<file path="config.mk">
export PLATFORM = sky130hd
export DESIGN_NAME = cache_load_seq
export DESIGN_NICKNAME = d
export VERILOG_FILES = /design/src/rtl/cache_load_seq.sv
export SDC_FILE = /design/constraint.sdc
export NUM_CORES = 1
export LEC_CHECK = 0
export CAP_MARGIN = 5
export CORE_MARGIN = 3
export CORE_UTILIZATION = 30
export CTS_CLUSTER_SIZE = 25
export DETAILED_ROUTE_END_ITERATION = 10
export DONT_BUFFER_PORTS = 1
export GPL_ROUTABILITY_DRIVEN = 0
export SYNTH_ARGS = -nofsm -noshare
export SYNTH_HDL_FRONTEND = slang
export SYNTH_SLANG_ARGS = --single-unit
</file>
<file path="constraint.sdc">
create_clock -name clk_i -period 4.77 [get_ports clk_i]
set_clock_uncertainty 0.15 [all_clocks]
set_input_delay 1.1925 -clock clk_i [delete_from_list [all_inputs] [get_ports clk_i]]
set_output_delay 1.1925 -clock clk_i [all_outputs]
set_load 0.02 [all_outputs]
</file>
<file path="src/rtl/cache_load_seq.sv">
// Cache array initialisation sequencer: walks every set/way pair once.
// Each pair gets either a constant clear vector or one beat from a ready/valid stream.
module cache_load_seq #(
    parameter int unsigned SETS      = 64,
    parameter int unsigned WAYS      = 4,
    parameter int unsigned DATA_W    = 8,
    parameter logic [DATA_W-1:0] CLEAR_VAL = '0,
    localparam int unsigned SET_BITS = $clog2(SETS),
    localparam int unsigned WAY_BITS = (WAYS > 1) ? $clog2(WAYS) : 1
) (
    input  logic                clk_i,
    input  logic                rst_i,
    input  logic                start_i,
    input  logic                mode_i,
    input  logic                abort_i,
    input  logic                s_valid_i,
    input  logic [DATA_W-1:0]   s_data_i,
    output logic                s_ready_o,
    output logic                we_o,
    output logic [SET_BITS-1:0] addr_o,
    output logic [WAY_BITS-1:0] way_o,
    output logic [DATA_W-1:0]   vect_o,
    output logic                ready_o,
    output logic                busy_o,
    output logic                done_o
);

    typedef enum logic [1:0] {
        ST_IDLE  = 2'd0,
        ST_CLEAR = 2'd1,
        ST_LOAD  = 2'd2,
        ST_DONE  = 2'd3
    } state_t;

    state_t              state_q, state_d;
    logic [SET_BITS-1:0] set_q, set_d;
    logic [WAY_BITS-1:0] way_q, way_d;
    logic                wr;
    logic                last_way;
    logic                last_set;

    assign last_way = (way_q == WAY_BITS'(WAYS - 1));
    assign last_set = (set_q == SET_BITS'(SETS - 1));

    // State and position counters
    always_ff @(posedge clk_i) begin
        if (rst_i) begin
            state_q <= ST_IDLE;
            set_q   <= '0;
            way_q   <= '0;
        end else begin
            state_q <= state_d;
            set_q   <= set_d;
            way_q   <= way_d;
        end
    end

    // Next state, counter advance and write-port drive
    always_comb begin
        state_d   = state_q;
        set_d     = set_q;
        way_d     = way_q;
        wr        = 1'b0;
        s_ready_o = 1'b0;
        we_o      = 1'b0;
        addr_o    = '0;
        way_o     = '0;
        vect_o    = '0;
        ready_o   = 1'b0;
        busy_o    = 1'b0;
        done_o    = 1'b0;

        case (state_q)
            ST_IDLE: begin
                ready_o = 1'b1;
                set_d   = '0;
                way_d   = '0;
                if (start_i) begin
                    state_d = mode_i ? ST_LOAD : ST_CLEAR;
                end
            end
            ST_CLEAR: begin
                busy_o = 1'b1;
                if (abort_i) begin
                    state_d = ST_IDLE;
                    set_d   = '0;
                    way_d   = '0;
                end else begin
                    wr     = 1'b1;
                    vect_o = CLEAR_VAL;
                end
            end
            ST_LOAD: begin
                busy_o = 1'b1;
                if (abort_i) begin
                    state_d = ST_IDLE;
                    set_d   = '0;
                    way_d   = '0;
                end else begin
                    s_ready_o = 1'b1;
                    wr        = s_valid_i;
                    if (s_valid_i) begin
                        vect_o = s_data_i;
                    end
                end
            end
            ST_DONE: begin
                done_o  = 1'b1;
                state_d = ST_IDLE;
            end
            default: begin
                state_d = ST_IDLE;
            end
        endcase

        // Way is the inner loop; the final pair wraps both counters back to zero
        if (wr) begin
            we_o   = 1'b1;
            addr_o = set_q;
            way_o  = way_q;
            if (last_way) begin
                way_d = '0;
                if (last_set) begin
                    set_d   = '0;
                    state_d = ST_DONE;
                end else begin
                    set_d = set_q + SET_BITS'(1);
                end
            end else begin
                way_d = way_q + WAY_BITS'(1);
            end
        end
    end

endmodule

</file>
* Word level (Yosys, flattened, before mapping)
Cells that the tools add are included.
** Word-level totals
- Bits in registers :: 10
- Bits of input ports :: 14
- Output and inout port bits :: 21
- Word-level logic and storage cells :: 44
** Cells by class
- $add $sub $neg :: 2
- Eq/ne operators :: 6
- Multiplexer cells :: 29
- Reduce and logical (&&, ||, !) cells :: 4
** Operators with widths (number)
- $mux 6 :: 5
- $mux 8 :: 3
- $mux 2 :: 10
- $pmux 6 s2 :: 1
- $mux 1 :: 7
- $add 6x1->6 const B :: 1
- $eq 2x2->1 const B :: 3
- $eq 6x6->1 const B :: 1
- $pmux 2 s3 :: 1
- $pmux 2 s2 :: 1
- $ne 3x1->1 const B :: 1
- $reduce_bool 3->1 :: 1
- $add 2x1->2 const B :: 1
- $eq 2x1->1 const B :: 1
- $logic_not 2->1 :: 1
- $pmux 1 s2 :: 1
- $reduce_and 2->1 :: 1
- $reduce_or 2->1 :: 1

* Depth between registers and ports, before layout
Gate-level depths: netlist (run 1).
- Word-level depth :: 6
- Mapped depth :: 7
- Gate-level depth less buffers :: 6

* Worst setup path before layout (run 1)
OpenSTA, ideal clock, no wires.
- Path type :: input port to output port
- Start point :: in abort_i
- End point :: out vect_o[0]
- Data arrival time :: 1930 ps
- Required time :: 3428 ps
- Setup slack :: 1498 ps
- Cell stages on the path :: 3
- Path buffers :: 1
- Cell sequence :: nor2b_1 -> clkbuf_1 -> and3_1
** On the way
- Cells in the longest elaborated chain, start to end :: 2
** RTL lines
- start, declared :: line 15 : input logic abort_i,
- $mux 8 :: line 95 : if (abort_i) begin
- $mux 8
- end, declared :: line 22 : output logic [DATA_W-1:0] vect_o,
No other way between the ends.

* Final worst setup path (run 1)
Ends and elaborated chain as after synthesis.

==> results of run 1 <==
final timing paths:
kind	cells past startpoint	to
hold / removal	2	set_q[0]
hold reg to reg	2	set_q[0]
setup reg to reg	6	way_q[0]
setup / recovery	2	vect_o[0]
registers in the layout, indices dropped and copies added, names as in the netlist:
name,cells
set_q,6
state_q,2
way_q,2
kinds of logic (layout without fill, tap and decap cells):
kind of cell / Yosys count / after routing / share of synthesized area [%]
AND/OR/NAND/NOR: 48 / 48 / 39.6
AO/OA/AOI/OAI: 15 / 15 / 13.7
flip-flops: 10 / 10 / 27.4
adder cells (fa/ha/maj): 6 / 6 / 10.3
buffers and inverters: 6 / 6 / 3.77
XOR/XNOR: 2 / 2 / 2.40
multiplexers: 2 / 2 / 2.74
per-stage QoR:
step	hold WS, ns	instances	utilization, %	worst slack, ns
after global placement	0.344	114	33.2	1.33
after CTS	0.362	117	34.2	1.31
final	0.358	117	34.2	1.32
after global routing	0.396	117	34.2	1.14
after floorplan	0.321	89	-	1.50
after detailed placement	0.349	114	33.2	1.31
report_power, final:
| part | leakage [nW] | switching [mW] | internal [mW] |
|---|---|---|---|
| registers | 0.0809 | 0.00253 | 0.0856 |
| clock network | 0.0138 | 0.0276 | 0.0291 |
| logic | 0.263 | 0.0302 | 0.0142 |
tightest hold or removal path: cells and delay by family, from the launching register on:
family / cells / cell delay, ns
DFF: 1 / 0.35
and+or+nand+nor: 1 / 0.07
AOI/OAI and AO/OA: 1 / 0.05
layer usage:
metal / routed length (microns) / GRT usage (%) / vias to the layer above
met4: 23 / 4.17 / 0
met5: 0 / 0 / -
met2: 732 / 16.9 / 31
met1: 734 / 13.4 / 292
li1: - / - / 326
met3: 130 / 3.27 / 2
layout make-up:
| class | count | area (sq um) |
|---|---|---|
| Clock buffer | 3 | 22.5 |
| Fill cell | 251 | 1480 |
| Inverter | 3 | 11.3 |
| Multi-Input combinational cell | 73 | 502 |
| Sequential cell | 10 | 200 |
| Tap cell | 28 | 35.0 |
layout by cell type (no fill, tap or decap):
cell type / n
a21o_1: 2
a21o_2: 1
a21oi_1: 5
a22oi_1: 1
a31oi_1: 2
a32oi_1: 3
and2_1: 2
and2_2: 1
and3_1: 15
and3_2: 1
and3b_2: 1
clkbuf_4: 3
dfxtp_1: 10
ha_1: 6
inv_1: 3
mux2i_1: 2
nand2_1: 4
nand2_2: 1
nand2_4: 1
nand2b_1: 1
nand3_1: 2
nand3_2: 1
nand3b_1: 1
nand4_1: 3
nor2_1: 7
nor2b_1: 2
o21ai_0: 1
or2_0: 1
or2_1: 1
or2_4: 1
or3_1: 2
xor2_1: 2
==> results.ini, run 1 <==
[status]
outcome=completed

[synth]
syn_avg_cell_area_sq_um=8.20
ys_seq_elements=10
yosysWarnings=0
synth.top_cells.by_area=dfxtp_1 27%, and3_1 13%, ha_1 10%
synth_cell_types=34
netlist_area_sq_um=729
async_flop_share_pct=0
synth_top_area_cell=dfxtp_1
syn-instance-count=89
synth.most_common_cell=and3_1
synth_top_area_share_pct=27.4
synth_nets=109
ys.flop_type=dfxtp_1
synth_commonest_cells=15 x and3_1, 10 x dfxtp_1, 7 x nor2_1
ys_seq_area_share_pct=27.4
synth_edf_count=0

[worst_setup_path]
arrival_ns=2.11
max_stage_delay_ns=0.54
r2r-start=state_q[1]
cp.required_ns=3.43
crit_family=simple AND/OR/NAND/NOR gates
start_kind=input pin
path_buf_inv=0
end_kind=primary output
crit_fanout=9
critical_path_class=input pin to primary output
r2r_setup_slack_ns=2.50
critPathSlowestCell=nor2b_1
crit_start=abort_i
cp_cell_sequence=nor2b_1 -> and3_1

[route]
post_drt_wl_per_cell_microns=13.9
vias_per_cell=5.56
firstDrtPassIters=3
routed-via-count=651
post-route-drc-count=0
drtIter0Drc=2
ant_nets=0
totalWireLength_microns=1620

[timing]
fin_tns_setup_ns=0
drv_slew=0
finalHoldViolations=0
slew_headroom_pct=52.7
period_minus_slack_ns=3.45
rsz0062_at_grt=no
fmax_mhz=290
tightest_slew_ns=0.708
setup_viol=0
min_period_over_period_pct=72.4

[placement]
dpl.hpwl_microns=1300
portBuffers=0
post_dp_cell_area_sq_um=748

[pwr]
p_total_mw=0.189
p_leak_nw=0.358
powerDensity_nw_per_um2=246
irDropWorstVdd_mv=0.133

[global_route]
grt-ovfl-total=0
track_usage_pct=10.7
grt_pass1_wl_microns=2640
grt_max_degree=16
antenna_found_initial=0
grt_pass1_vias=613

[clocking]
cts_buffers=3
cts_sinks=10
clkTransAtPathRegs_ns=0.06
clk_latency_ns=0.26
cts-resized-gates=0
cts_hold_buf=0
cts_tree=built
post-cts-setup-buffer-count=0
clk_path_buf_depth=2
h-tree-depth=1
cts_root_buffer=clkbuf_4

[die]
die_x_microns=55.3
io_pins=35
die-area_sq_um=3060
core_sq_um=2250
start_util_pct=32.4
die_y_microns=55.3
rows=17

[finish]
area_growth_pct=5.66
fin_nets=111
antenna_cells=0
final_area_sq_um=771
layout-drive-gt1-share_pct=12.4

[min_path]
hp-class=flop to flop
min_from=set_q[0]

[job]
max_cap_viol_count=0

Note: power is estimated with default switching activity, not from simulation.
==> inputs of run 2 (changes only) <==
==> constraint.sdc (replaced) <==
create_clock -name clk_i -period 2.9 [get_ports clk_i]
set_clock_uncertainty 0.15 [all_clocks]
set_input_delay 0.725 -clock clk_i [delete_from_list [all_inputs] [get_ports clk_i]]
set_output_delay 0.725 -clock clk_i [all_outputs]
set_load 0.02 [all_outputs]
==> run 2 against run 1 <==
  * Non-clock buffer count up 2
  * Critical endpoint is now we_o
  * Total power increased by 68%
  * Sequential share of layout area down 0.58 points
  * Sequential cell count is the same
==> results.ini, run 2 (synthesized netlist as in run 1, its figures left out) <==
[global_route]
grt_pass1_vias=654  ; +6.7%
track_usage_pct=10.9  ; +0.26 points
grt_pass1_wl_microns=2770  ; +5.0%
antenna_found_initial=0  ; unchanged
grt_max_degree=16  ; unchanged
grt-ovfl-total=0  ; unchanged

[worst_setup_path]
arrival_ns=1.72  ; -0.39 ns
crit_fanout=10  ; +1
max_stage_delay_ns=0.39  ; -0.15 ns
cp_cell_sequence=inv_1 -> ha_1 -> nor2b_2 -> and2_1
critPathSlowestCell=dfxtp_1
crit_family=simple AND/OR/NAND/NOR gates
cp-endpoint=we_o
rr_worst_depth=7  ; +1
end_kind=primary output
r2r-start=state_q[0]
path_buf_inv=1  ; +1
cp.required_ns=2.03  ; -1.40 ns
start_kind=flop
critical_path_class=flop to primary output
r2r-end=set_q[3]
crit_cells=4  ; +2
crit_start=state_q[0]
r2r_setup_slack_ns=0.86  ; -1.64 ns

[route]
post_drt_wl_per_cell_microns=14.2  ; +2.8%
routed-via-count=673  ; +3.4%
vias_per_cell=5.66  ; +1.6%
post-route-drc-count=0  ; unchanged
firstDrtPassIters=4  ; +1
drtIter0Drc=12  ; +10
ant_nets=0  ; unchanged
totalWireLength_microns=1700  ; +4.6%

[finish]
layout-drive-gt1-share_pct=15.4  ; +3.0 points
final_common_cell=and3_1
antenna_cells=0  ; unchanged
mostFrequentLayoutCells=15 x and3_1, 10 x dfxtp_1, 7 x nor2_1, 6 x ha_1, 5 x a21oi_1
area_growth_pct=8.06
largest_reg_flops=6  ; unchanged
final_area_sq_um=788  ; +2.3%
fin_nets=113  ; +1.8%
top_register=set_q
reg.largest.list=set_q: 6 flops, state_q: 2 flops, way_q: 2 flops

[pwr]
irDropWorstVdd_mv=0.192  ; +44%
power.share.switching_pct=31.8  ; -0.072 points
powerDensity_nw_per_um2=403  ; +64%
p_int_mw=0.216  ; +68%
combPwrFrac_pct=25.0  ; +1.5 points
p_seq_share_pct=45.6  ; -1.0 points
p_switching_mw=0.101  ; +67%
p_leak_nw=0.369  ; +3.1%
pwr-share-clk_pct=29.3  ; -0.7 points

[clocking]
clkTransAtPathRegs_ns=0.06  ; about the same
h-tree-depth=1  ; unchanged
cts_hold_buf=0  ; unchanged
cts_root_buffer=clkbuf_4
cts_buffers=3  ; unchanged
cts_tree=built
clk_latency_ns=0.26  ; about the same
cts_sinks=10  ; unchanged
clk_path_buf_depth=2  ; unchanged

[placement]
dp_slack_ns=0.426  ; -0.882 ns
portBuffers=0  ; unchanged
post_dp_cell_area_sq_um=763  ; +2.0%
dpl.hpwl_microns=1410  ; +8.3%

[die]
io_pins=35  ; unchanged
die_x_microns=55.3  ; unchanged
core_sq_um=2250  ; unchanged
rows=17  ; unchanged
die_y_microns=55.3  ; unchanged
start_util_pct=32.4  ; unchanged
die-area_sq_um=3060  ; unchanged

[timing]
slew_headroom_pct=73.5  ; +21 points
fin_tns_setup_ns=0  ; unchanged
tightest_slew_ns=0.397  ; -0.310 ns
rsz0062_at_grt=no
fmax_mhz=386
setup_viol=0  ; unchanged
drv_slew=0  ; unchanged
period_minus_slack_ns=2.59
finalHoldViolations=0  ; unchanged
holdWs_ns=0.364  ; +0.00526 ns
min_period_over_period_pct=89.3
final.setup.worst_slack_ns=0.310  ; -1.01 ns

[job]
max_cap_viol_count=0  ; unchanged

[status]
outcome=completed

[min_path]
hp-class=flop to flop

==> run 2: changes by cell type in the layout (fill, tap and decap cells not counted), sizes merged <==
cell / change
buf: +2
==> run 2: worst min path at each step <==
stage	startpoint	endpoint	slack (ns)	cells past startpoint
final	set_q[0]	set_q[0]	0.36	2
after global routing	rst_i	set_q[0]	0.37	1
after CTS	set_q[0]	set_q[0]	0.37	2
after detailed placement	way_q[1]	way_q[1]	0.35	2
after global placement	set_q[0]	set_q[0]	0.34	2
after floorplan	way_q[1]	way_q[1]	0.32	2
==> run 2: per-stage QoR <==
| step | instances | utilization [%] | power (mW) |
|---|---|---|---|
| final | 119 | 35.0 | 0.317 |
| after global routing | 119 | 35.0 | 0.333 |
| after CTS | 119 | 34.9 | 0.319 |
| after detailed placement | 116 | 33.9 | 0.227 |
| after global placement | 116 | 33.9 | 0.224 |
| after floorplan | 89 | - | 0.213 |
==> run 2: layout make-up <==
cell class                      instances  area, sq um
Clock buffer                            3         22.5
Timing Repair Buffer                    2         15.0
Sequential cell                        10          200
Multi-Input combinational cell         73          504
Tap cell                               28         35.0
Inverter                                3         11.3
Fill cell                             244         1470
==> run 2: what timing repair did <==
item                       4_1_cts  5_1_grt
setup buffers                    0        0
setup endpoints to repair        0        9
gates resized for setup          0        1
==> run 2: worst reg2reg max path, delay by kind of cell, from the launching register on <==
family          cells  cell delay (ns)
fa+ha+maj           1             0.30
simple gates        2             0.35
buf+inv             2             0.26
flops               1             0.39
compound gates      2             0.51
==> run 2: power groups by stage <==
| stage | registers (mW) | clock network (mW) | logic [mW] |
|---|---|---|---|
| after global placement | 0.147 | 0 | 0.0765 |
| final | 0.145 | 0.0930 | 0.0795 |
| after floorplan | 0.147 | 0 | 0.0659 |
| after detailed placement | 0.148 | 0 | 0.0793 |
| after global routing | 0.146 | 0.0993 | 0.0883 |
| after CTS | 0.145 | 0.0943 | 0.0794 |
==> run 2: routing by layer <==
metal  global-route usage, %  part of all wire (%)  vias up
met1                    11.8                    42      299
met5                       0                     0        -
li1                        -                     -      333
met3                    3.50                   9.7        5
met2                    19.6                    46       36
met4                    4.17                   1.7        0
